[src/rtl/mem_port_arbiter.sv]
// mem_port_arbiter
//   Shares one single-ported, byte-wide, big-endian memory between the fetch
//   port (read-only) and the data port (read/write). Each granted word request
//   becomes four byte beats on the memory. The bytes are assembled into, or
//   split out of, a 32-bit word. Completion and error status go back to the
//   requester that owns the transaction.
//
// Ports
//   clk, reset             clock; synchronous active-high reset
//   f_req/f_addr           fetch request and word byte address
//   f_gnt                  fetch accepted this cycle (combinational, IDLE only)
//   f_done/f_err/f_rdata   fetch completion pulse, fault flag, fetched word
//   d_req/d_we/d_addr/d_wdata  data request, write enable, address, write data
//   d_gnt                  data accepted this cycle (combinational, IDLE only)
//   d_done/d_err/d_rdata   data completion pulse, fault flag, load word
//   mem_addr/mem_we/mem_wdata  byte port to memory (registered)
//   mem_rdata              byte read data, valid one cycle after mem_addr
//   busy                   arbiter is not IDLE
module mem_port_arbiter #(
  parameter int AW        = 8,
  parameter int MEM_BYTES = 64
) (
  input  logic          clk,
  input  logic          reset,
  input  logic          f_req,
  input  logic [AW-1:0] f_addr,
  output logic          f_gnt,
  output logic          f_done,
  output logic          f_err,
  output logic [31:0]   f_rdata,
  input  logic          d_req,
  input  logic          d_we,
  input  logic [AW-1:0] d_addr,
  input  logic [31:0]   d_wdata,
  output logic          d_gnt,
  output logic          d_done,
  output logic          d_err,
  output logic [31:0]   d_rdata,
  output logic [AW-1:0] mem_addr,
  output logic          mem_we,
  output logic [7:0]    mem_wdata,
  input  logic [7:0]    mem_rdata,
  output logic          busy
);

  typedef enum logic [2:0] {
    S_IDLE  = 3'd0,
    S_XFER  = 3'd1,
    S_DRAIN = 3'd2,
    S_ERR   = 3'd3,
    S_DONE  = 3'd4
  } state_t;

  localparam logic          OWN_FETCH = 1'b0;
  localparam logic          OWN_DATA  = 1'b1;
  localparam logic [AW-1:0] MAX_BASE  = AW'(MEM_BYTES - 4);

  state_t        state_q,      state_d;
  logic          owner_q,      owner_d;
  logic          last_owner_q, last_owner_d;
  logic          we_q,         we_d;
  logic [31:0]   wdata_q,      wdata_d;
  logic [1:0]    beat_q,       beat_d;
  logic [23:0]   shift_q,      shift_d;
  logic [AW-1:0] mem_addr_q,   mem_addr_d;
  logic          mem_we_q,     mem_we_d;
  logic [7:0]    mem_wdata_q,  mem_wdata_d;
  logic [31:0]   f_rdata_q,    f_rdata_d;
  logic [31:0]   d_rdata_q,    d_rdata_d;

  logic [AW-1:0] req_addr_s;
  logic          req_we_s;
  logic          fault_s;

  // Big-endian byte select: index 0 is bits 31:24, index 3 is bits 7:0.
  function automatic logic [7:0] word_byte(input logic [31:0] w, input logic [1:0] idx);
    case (idx)
      2'd0:    word_byte = w[31:24];
      2'd1:    word_byte = w[23:16];
      2'd2:    word_byte = w[15:8];
      2'd3:    word_byte = w[7:0];
      default: word_byte = 8'h00;
    endcase
  endfunction

  // Grant logic: IDLE only; on a conflict, the port that did not own the last transaction wins.
  always_comb begin
    f_gnt = 1'b0;
    d_gnt = 1'b0;
    if ((state_q == S_IDLE) && !reset) begin
      if (f_req && d_req) begin
        if (last_owner_q == OWN_DATA) begin
          f_gnt = 1'b1;
        end else begin
          d_gnt = 1'b1;
        end
      end else begin
        f_gnt = f_req;
        d_gnt = d_req;
      end
    end else begin
      f_gnt = 1'b0;
      d_gnt = 1'b0;
    end
  end

  // Granted request attributes and the alignment/range fault check.
  always_comb begin
    req_addr_s = d_gnt ? d_addr : f_addr;
    req_we_s   = d_gnt & d_we;
    fault_s    = (req_addr_s[1:0] != 2'b00) || (req_addr_s > MAX_BASE);
  end

  // Next-state and datapath computation for every flop.
  always_comb begin
    state_d      = state_q;
    owner_d      = owner_q;
    last_owner_d = last_owner_q;
    we_d         = we_q;
    wdata_d      = wdata_q;
    beat_d       = beat_q;
    shift_d      = shift_q;
    mem_addr_d   = mem_addr_q;
    mem_we_d     = 1'b0;
    mem_wdata_d  = mem_wdata_q;
    f_rdata_d    = f_rdata_q;
    d_rdata_d    = d_rdata_q;

    case (state_q)
      S_IDLE: begin
        if (f_gnt || d_gnt) begin
          owner_d      = d_gnt ? OWN_DATA : OWN_FETCH;
          last_owner_d = d_gnt ? OWN_DATA : OWN_FETCH;
          we_d         = req_we_s;
          wdata_d      = d_gnt ? d_wdata : 32'h0000_0000;
          beat_d       = 2'd0;
          if (fault_s) begin
            // A faulting request never touches memory; mem_addr keeps its old value.
            state_d = S_ERR;
          end else begin
            state_d     = S_XFER;
            mem_addr_d  = req_addr_s;
            mem_we_d    = req_we_s;
            mem_wdata_d = req_we_s ? d_wdata[31:24] : 8'h00;
          end
        end else begin
          state_d = S_IDLE;
        end
      end

      S_XFER: begin
        // The read data seen during beat k belongs to beat k-1, so beat 0 has nothing to capture.
        if (beat_q != 2'd0) begin
          shift_d = {shift_q[15:0], mem_rdata};
        end else begin
          shift_d = shift_q;
        end
        if (beat_q == 2'd3) begin
          mem_we_d = 1'b0;
          state_d  = we_q ? S_DONE : S_DRAIN;
        end else begin
          beat_d      = beat_q + 2'd1;
          mem_addr_d  = mem_addr_q + AW'(1);
          mem_we_d    = we_q;
          mem_wdata_d = we_q ? word_byte(wdata_q, beat_q + 2'd1) : mem_wdata_q;
        end
      end

      S_DRAIN: begin
        // The byte for beat 3 arrives here and completes the word.
        if (owner_q == OWN_DATA) begin
          d_rdata_d = {shift_q, mem_rdata};
        end else begin
          f_rdata_d = {shift_q, mem_rdata};
        end
        state_d = S_DONE;
      end

      S_ERR:   state_d = S_IDLE;
      S_DONE:  state_d = S_IDLE;
      default: state_d = S_IDLE;
    endcase
  end

  // State and output registers with synchronous reset.
  always_ff @(posedge clk) begin
    if (reset) begin
      state_q      <= S_IDLE;
      owner_q      <= OWN_FETCH;
      last_owner_q <= OWN_FETCH;
      we_q         <= 1'b0;
      wdata_q      <= 32'h0000_0000;
      beat_q       <= 2'd0;
      shift_q      <= 24'h00_0000;
      mem_addr_q   <= '0;
      mem_we_q     <= 1'b0;
      mem_wdata_q  <= 8'h00;
      f_rdata_q    <= 32'h0000_0000;
      d_rdata_q    <= 32'h0000_0000;
    end else begin
      state_q      <= state_d;
      owner_q      <= owner_d;
      last_owner_q <= last_owner_d;
      we_q         <= we_d;
      wdata_q      <= wdata_d;
      beat_q       <= beat_d;
      shift_q      <= shift_d;
      mem_addr_q   <= mem_addr_d;
      mem_we_q     <= mem_we_d;
      mem_wdata_q  <= mem_wdata_d;
      f_rdata_q    <= f_rdata_d;
      d_rdata_q    <= d_rdata_d;
    end
  end

  // Status outputs are decoded directly from the state and owner flops.
  always_comb begin
    f_done    = ((state_q == S_DONE) || (state_q == S_ERR)) && (owner_q == OWN_FETCH);
    f_err     = (state_q == S_ERR) && (owner_q == OWN_FETCH);
    d_done    = ((state_q == S_DONE) || (state_q == S_ERR)) && (owner_q == OWN_DATA);
    d_err     = (state_q == S_ERR) && (owner_q == OWN_DATA);
    busy      = (state_q != S_IDLE);
    f_rdata   = f_rdata_q;
    d_rdata   = d_rdata_q;
    mem_addr  = mem_addr_q;
    mem_we    = mem_we_q;
    mem_wdata = mem_wdata_q;
  end

endmodule
[config.mk]
export PLATFORM = sky130hd
export DESIGN_NAME = mem_port_arbiter
export DESIGN_NICKNAME = d
export VERILOG_FILES = /design/src/rtl/mem_port_arbiter.sv
export SDC_FILE = /design/constraint.sdc
export NUM_CORES = 1
export LEC_CHECK = 0
export CAP_MARGIN = 25
export CORE_UTILIZATION = 44
export CTS_CLUSTER_SIZE = 14
export DETAILED_ROUTE_END_ITERATION = 16
export PLACE_DENSITY = 0.72
export SLEW_MARGIN = 40
export SYNTH_ARGS = -nofsm -noshare
export SYNTH_HDL_FRONTEND = slang
export SYNTH_SLANG_ARGS = --single-unit
[constraint.sdc]
create_clock -name clk -period 1.7 [get_ports clk]
set_input_delay 0.17 -clock clk [delete_from_list [all_inputs] [get_ports clk]]
set_output_delay 0.17 -clock clk [all_outputs]
set_load 0.005 [all_outputs]
==> flow_summary.yaml, run 1 <==
run_status:
  outcome: "complete, but fails checks"
  violations: "setup timing"
logic_synthesis:
  ys_warn_count: 0
  ys.flop_type: "dfxtp_1"
  synth_nets: 785
  synth_edf_count: 0
  ys_seq_area_share_pct: 50.2
  synth_top_cell_area_share_pct: 50.2
  netlist.top_cell.by_area: "dfxtp_1"
  ys_ff_latch: 144
  ys_types: 41
  synthArstFlopShare_pct: 0
  syn_avg_cell_area_um2: 7.99
  netlist_instances: 718
  synth_area_leaders: "dfxtp_1 (50%), nand2_1 (12%), a21oi_1 (11%)"
  syn_area_um2: 5740
sta:
  max_freq_mhz: 509
  period_share_pct: 116
  grt_setup_unrepaired: "yes"
  maxSlewViolCount: 0
  hold_viol_final: 0
  maxSlewHeadroom_pct: 38.9
  setup_viol: 97
  worstMarginPinSlew_ps: 917
  skew_ps: 7.27
  setup_slack_ps: -265
  fin_crit_ps: 1970
floorplanning:
  core_um2: 12700
  die_w_um: 116
  dieHeight_um: 116
  rows: 41
  io_pins: 149
  die_area_um2: 13500
  start_util_pct: 45.3
power_and_ir_drop:
  intPower_mw: 7.04
  p_comb_share_pct: 22.4
  vdd_drop_max_uv: 724
  p_sw_mw: 2.63
  p_leak_nw: 3.36
  p_clk_share_pct: 40.2
  p_seq_share_pct: 37.4
  switching_share_pct: 27.2
  powerDensity_nw_per_um2: 1020
worst_setup_path:
  r2r_slack_ps: -270
  reg2reg_to: "mem_wdata[2]"
  start_kind: "flip-flop"
  critPathRequiredTime_ps: 2060
  endpoint_kind: "flip-flop"
  cpPeakStageDelay_ps: 460
  critical_path.cell_chain: "buf_6 > or3b_4 > buf_12 > a221oi_4 > a31oi_1 > or3_1 > a21oi_2"
  critPathArrivalTime_ps: 2330
  crit_type: "reg -> reg"
  r2r_start: "state_q[1]"
  crit_fanout: 5
  slowest_stage: "or3b_4"
  reg2regPathDepth: 7
cts:
  root_buffer: "clkbuf_16"
  clock_latency_ps: 430
  cts.clk_slew.worst_paths_ps: 60
  cts_num_sinks: 144
  numCtsBuffers: 17
  htreeDepth: 4
  cts_tree: "done"
  clockBufferDepth: 2
layout:
  area_growth_pct: 65.8
  drive_above_1_share_pct: 27.4
  finalNetCount: 988
  final_cell_mix: "nand2_1 (165), dfxtp_1 (140), clkdlybuf4s50_1 (140)"
  final_common_cell: "nand2_1"
  final_util_pct: 75.1
  antenna_cells: 0
global_route:
  grt_antenna_before_repair: 0
  grt-ovfl-total: 0
  grtUsageTotal_pct: 27.6
  grt_max_degree: 79
  grt_pass1_wl_um: 28400
  grt_pass1_vias: 5557
placed_design:
  io_buffer_count: 148
  gp_congestion: 0.813
  dp_slack_ps: -773
  dp_hpwl_um: 10900
routing:
  drtAntennaViolNets: 0
  drt_iter0_drc: 665
  vias_per_cell: 5.67
  via_count: 6264
  routed_wl_um: 20800
  first_pass_iters: 5
  drc: 0
  wl_per_cell_um: 18.8
job:
  drv_cap: 0
hold_path:
  hold_path_class: "in -> reg"
  min_path_cells: 3
  whs_endpoint: "state_q[0]"
  min-delay-start: "reset"
layout make-up:
type                       instances  area [µm²]
timing repair buffer             241        2550
inverter                          16        70.1
clock inverter                     9         131
tap                              172         215
clock buffer                      21         480
multi-input combinational        501        3170
fill                             875        3160
sequential                       144        2900
how the worst max path moves through the flow:
stage,from,endpoint,slack (ps),cells after the start
CTS,state_q[2],mem_wdata[2],-210,7
finish,state_q[1],mem_wdata[2],-270,7
global placement,f_req,mem_addr[5],-660,7
detailed placement,d_addr[1],mem_addr[5],-770,7
global route,d_addr[1],mem_addr[5],-390,7
floorplan,state_q[1],mem_wdata[6],-50,8
power groups by stage:
stage / clock [mW] / sequential [mW] / combinational [mW]
floorplan: 0 / 3.64 / 0.732
global placement: 0 / 3.66 / 1.32
detailed placement: 0 / 3.67 / 1.35
CTS: 3.90 / 3.60 / 1.74
global route: 4.05 / 3.63 / 2.26
finish: 3.89 / 3.62 / 2.16
cell usage after synthesis (2+ instances only):
master	count
a211o_1	4
a21oi_1	124
a221o_1	2
a221oi_1	7
a22oi_1	43
a31oi_1	8
and2_1	4
and3_1	2
buf_1	4
buf_2	9
buf_6	2
clkbuf_1	44
dfxtp_1	144
ha_1	6
inv_1	15
nand2_1	187
nand2b_1	3
nand3_1	4
nor2_1	52
nor2b_1	4
nor3_1	7
nor3_4	2
nor4_1	2
o21ai_0	11
or3_1	11
xnor2_1	2
worst max-delay path, delay by kind of cell (launching register included):
| kind | cells | cell delay (ps) |
|---|---|---|
| flops | 1 | 350 |
| buf+inv | 2 | 290 |
| simple gates | 2 | 860 |
| compound gates | 3 | 400 |
stage by stage:
| step | hold WS, ps | setup TNS (ps) | power (mW) | std cells | instance area (µm²) |
|---|---|---|---|---|---|
| 4_1_cts | 89.1 | -7590 | 9.25 | 1082 | 8940 |
| 6_report | 118 | -12850 | 9.67 | 1104 | 9510 |
| 3_5_place_dp | 446 | -16830 | 5.01 | 1027 | 7710 |
| 5_1_grt | 116 | -19930 | 9.94 | 1104 | 9510 |
| 3_3_place_gp | 442 | -13710 | 4.98 | 1027 | 7710 |
| 2_1_floorplan | 306 | -280 | 4.38 | 718 | 5850 |
metal layers:
metal	share of wire [%]	global-route usage (%)	vias to the layer above
met5	0	0	-
met4	2.4	7.52	0
met3	7.3	6.28	52
met2	48	45.6	330
met1	42	36.1	3014
li1	-	-	2868
what timing repair did:
action	4_1_cts	5_1_grt
gates cloned	8	10
setup endpoints to repair	51	139
hold buffers	0	0
resized for setup	103	118
pin swaps	15	41
setup buffers	18	20
cells by family after synthesis:
kind of cell	Yosys count	share of synthesized area, %
fa+ha+maj	6	1.31
compound gates	204	21.3
buf+inv	75	5.36
mux	1	0.174
flops	144	50.2
simple gates	286	21.3
xor+xnor	2	0.305
flip-flops by register name, summed over array words and instances (netlist names):
name / flops
mem_we: 1
we_q: 1
state_q: 3
beat_q: 2
d_rdata: 32
shift_q: 24
f_rdata: 32
mem_addr: 8
mem_wdata: 8
wdata_q: 32
last_owner_q: 1
Note: power is estimated with default switching activity, not from simulation.
==> inputs of run 2 (changes only) <==
--- a/config.mk
+++ b/config.mk
@@ -5,11 +5,11 @@
 export SDC_FILE = /design/constraint.sdc
 export NUM_CORES = 1
 export LEC_CHECK = 0
+export ABC_AREA = 1
 export CAP_MARGIN = 25
-export CORE_UTILIZATION = 44
-export CTS_CLUSTER_SIZE = 14
+export CORE_UTILIZATION = 45
 export DETAILED_ROUTE_END_ITERATION = 16
-export PLACE_DENSITY = 0.72
+export PLACE_DENSITY = 0.73
 export SLEW_MARGIN = 40
 export SYNTH_ARGS = -nofsm -noshare
 export SYNTH_HDL_FRONTEND = slang
==> run 2 against run 1 <==
Net effect:
- the run still ends with setup timing left
- largest cell class unchanged
- clock power is 10% lower
- worst hold slack better by 81 ps
- sequential cell count stayed put
- wire length is 14% lower
- via count hardly changed
- sequential power is 5% higher
- setup slack better by 99 ps
- critical path depth is 7 higher
- cell area is 6.3% lower
- count of clock-buffer cells in the layout is 1 lower
==> flow_summary.yaml, run 2 <==
layout:
  final_common_cell: "nand2_1"
  drive_above_1_share_pct: 16.0
  final_util_pct: 67.6
  fin_cells: 1206
  fin_area_um2: 8910
  finalNetCount: 1089
  final_cell_mix: "nand2_1 (212), dfxtp_1 (142), clkdlybuf4s50_1 (140)"
  antenna_cells: 0
  area_growth_pct: 46.5
  num-fill-cells: 1124
sta:
  fin_crit_ps: 1870
  maxSlewViolCount: 0
  worstMarginPinSlew_ps: 495
  setup_slack_ps: -167
  skew_ps: 6.61
  hold_viol_final: 0
  worst_hold_slack_ps: 199
  max_freq_mhz: 536
  setup_viol: 20
  grt_setup_unrepaired: "yes"
  period_share_pct: 110
  maxSlewHeadroom_pct: 67.0
worst_setup_path:
  cpMostUsedCell: "buf_6"
  crit_buf_inv: 3
  r2r_start: "state_q[2]"
  critPathArrivalTime_ps: 2220
  start_kind: "flip-flop"
  crit_fanout: 6
  slowest_stage: "dfxtp_2"
  cp-startpoint: "state_q[2]"
  critPathRequiredTime_ps: 2060
  critical_path.cell_chain: "buf_6 > nor2_4 > nand3_4 > nor2_8 > buf_6 > nand2_2 > nand2_2 > nor2_4 > nand2_4 > nand2_8 > buf_6 > nand3_2 > nand2_1 > a21oi_1"
  cp_top_family: "simple AND/OR/NAND/NOR gates"
  endpoint_kind: "flip-flop"
  crit_type: "reg -> reg"
  cpPeakStageDelay_ps: 330
routing:
  via_count: 6258
  drt_iter0_drc: 419
  vias_per_cell: 5.19
  wl_per_cell_um: 14.9
  drc: 0
  drtAntennaViolNets: 0
  first_pass_iters: 7
  routed_wl_um: 17900
placed_design:
  placedCellCount: 1163
  io_buffer_count: 148
  dp_hpwl_um: 11700
  gp_congestion: 0.822
  place_area_um2: 8030
logic_synthesis:
  ys_ff_latch: 144
  syn_avg_cell_area_um2: 7.23
  ys_warn_count: 0
  synth_top_cell_area_share_pct: 47.4
  ys_types: 31
  synth_edf_count: 0
  synth_commonest_cells: "nand2_1 (226), dfxtp_1 (144), a21oi_1 (119)"
  yosysMostFrequentCell: "nand2_1"
  synth_area_leaders: "dfxtp_1 (47%), nand2_1 (14%), a21oi_1 (9.8%)"
  ys_seq_area_share_pct: 47.4
  netlist_instances: 842
  netlist.top_cell.by_area: "dfxtp_1"
  synthArstFlopShare_pct: 0
  synth_nets: 909
  syn_area_um2: 6090
  ys.flop_type: "dfxtp_1"
global_route:
  grt-ovfl-total: 0
  grtUsageTotal_pct: 25.4
  grt_pass1_wl_um: 28200
  grt_antenna_before_repair: 0
  grt_pass1_vias: 5629
  grt_max_degree: 107
run_status:
  outcome: "complete, but fails checks"
  violations: "setup timing"
power_and_ir_drop:
  p_sw_mw: 2.98
  p_leak_nw: 3.45
  powerDensity_nw_per_um2: 1110
  p_comb_share_pct: 26.7
  vdd_drop_max_uv: 548
  switching_share_pct: 30.0
  intPower_mw: 6.95
  p_clk_share_pct: 35.2
  p_seq_share_pct: 38.2
floorplanning:
  start_util_pct: 46.1
  io_pins: 149
  die_area_um2: 14000
  rows: 42
  dieHeight_um: 118
  core_um2: 13200
  die_w_um: 118
cts:
  clockBufferDepth: 2
  cts.clk_slew.worst_paths_ps: 60
  cts_tree: "done"
  numCtsBuffers: 17
  cts_num_sinks: 144
  root_buffer: "clkbuf_16"
  clock_latency_ps: 420
  htreeDepth: 4
hold_path:
  min-delay-start: "reset"
  hold_path_class: "in -> reg"
job:
  drv_cap: 0
run 2: power groups by stage:
stage	Clock (mW)	Combinational (mW)	Sequential (mW)
after floorplan	0	1.23	3.82
after global placement	0	2.26	3.85
after detailed placement	0	2.28	3.85
after CTS	3.52	2.43	3.78
after global routing	3.69	2.88	3.81
final	3.49	2.65	3.79
run 2: per-layer routing:
metal	global-route usage, %	vias up	share of wire, %
met4	10.1	0	1.9
met2	37.7	206	45
li1	-	3097	-
met1	35.6	2928	47
met5	0	-	0
met3	5.84	27	6.3
run 2: cell type report:
class                           count  area, µm²  share of cell area [%]
Sequential cell                   144       2890                    32.4
Clock inverter                      7       91.3                    1.02
Clock buffer                       20        447                    5.01
Tap cell                          176        220                    2.47
Inverter                           49        184                    2.06
Multi-Input combinational cell    595       2970                    33.3
Timing Repair Buffer              215       2120                    23.7
run 2: worst reg2reg max path, delay by kind of cell, from the launching register on:
kind	cells	cell delay [ps]
simple gates	10	930
flops	1	330
compound gates	1	120
buf+inv	3	410
run 2: stage by stage:
step	setup WS (ps)	power (mW)	setup TNS, ps
floorplan	127	5.05	0
global placement	-234	6.10	-7380
detailed placement	-276	6.13	-9040
CTS	-125	9.73	-1410
global route	-271	10.4	-5300
finish	-167	9.93	-2240
run 2: cell families (layout without fill, tap and decap cells):
group,after synthesis,count (layout),synth area share [%]
compound gates,165,165,14.0
fa+ha+maj,6,6,1.23
buf+inv,104,291,7.01
flops,144,144,47.4
simple gates,423,424,30.4
run 2: path summary, 6_finish.rpt:
path,end,slack [ps],depth (start not counted)
worst max-delay path,mem_addr[6],-170,14
worst min-delay path,last_owner_q,200,5
worst max register to register,mem_addr[6],-170,14
worst min register to register,d_rdata[7],460,2
run 2: repair_timing:
action,in CTS,in global routing
setup buffers,11,5
gates resized for setup,43,40
pin swaps,9,8
cloned,1,0
setup endpoints to repair,23,63
hold buffers,0,0
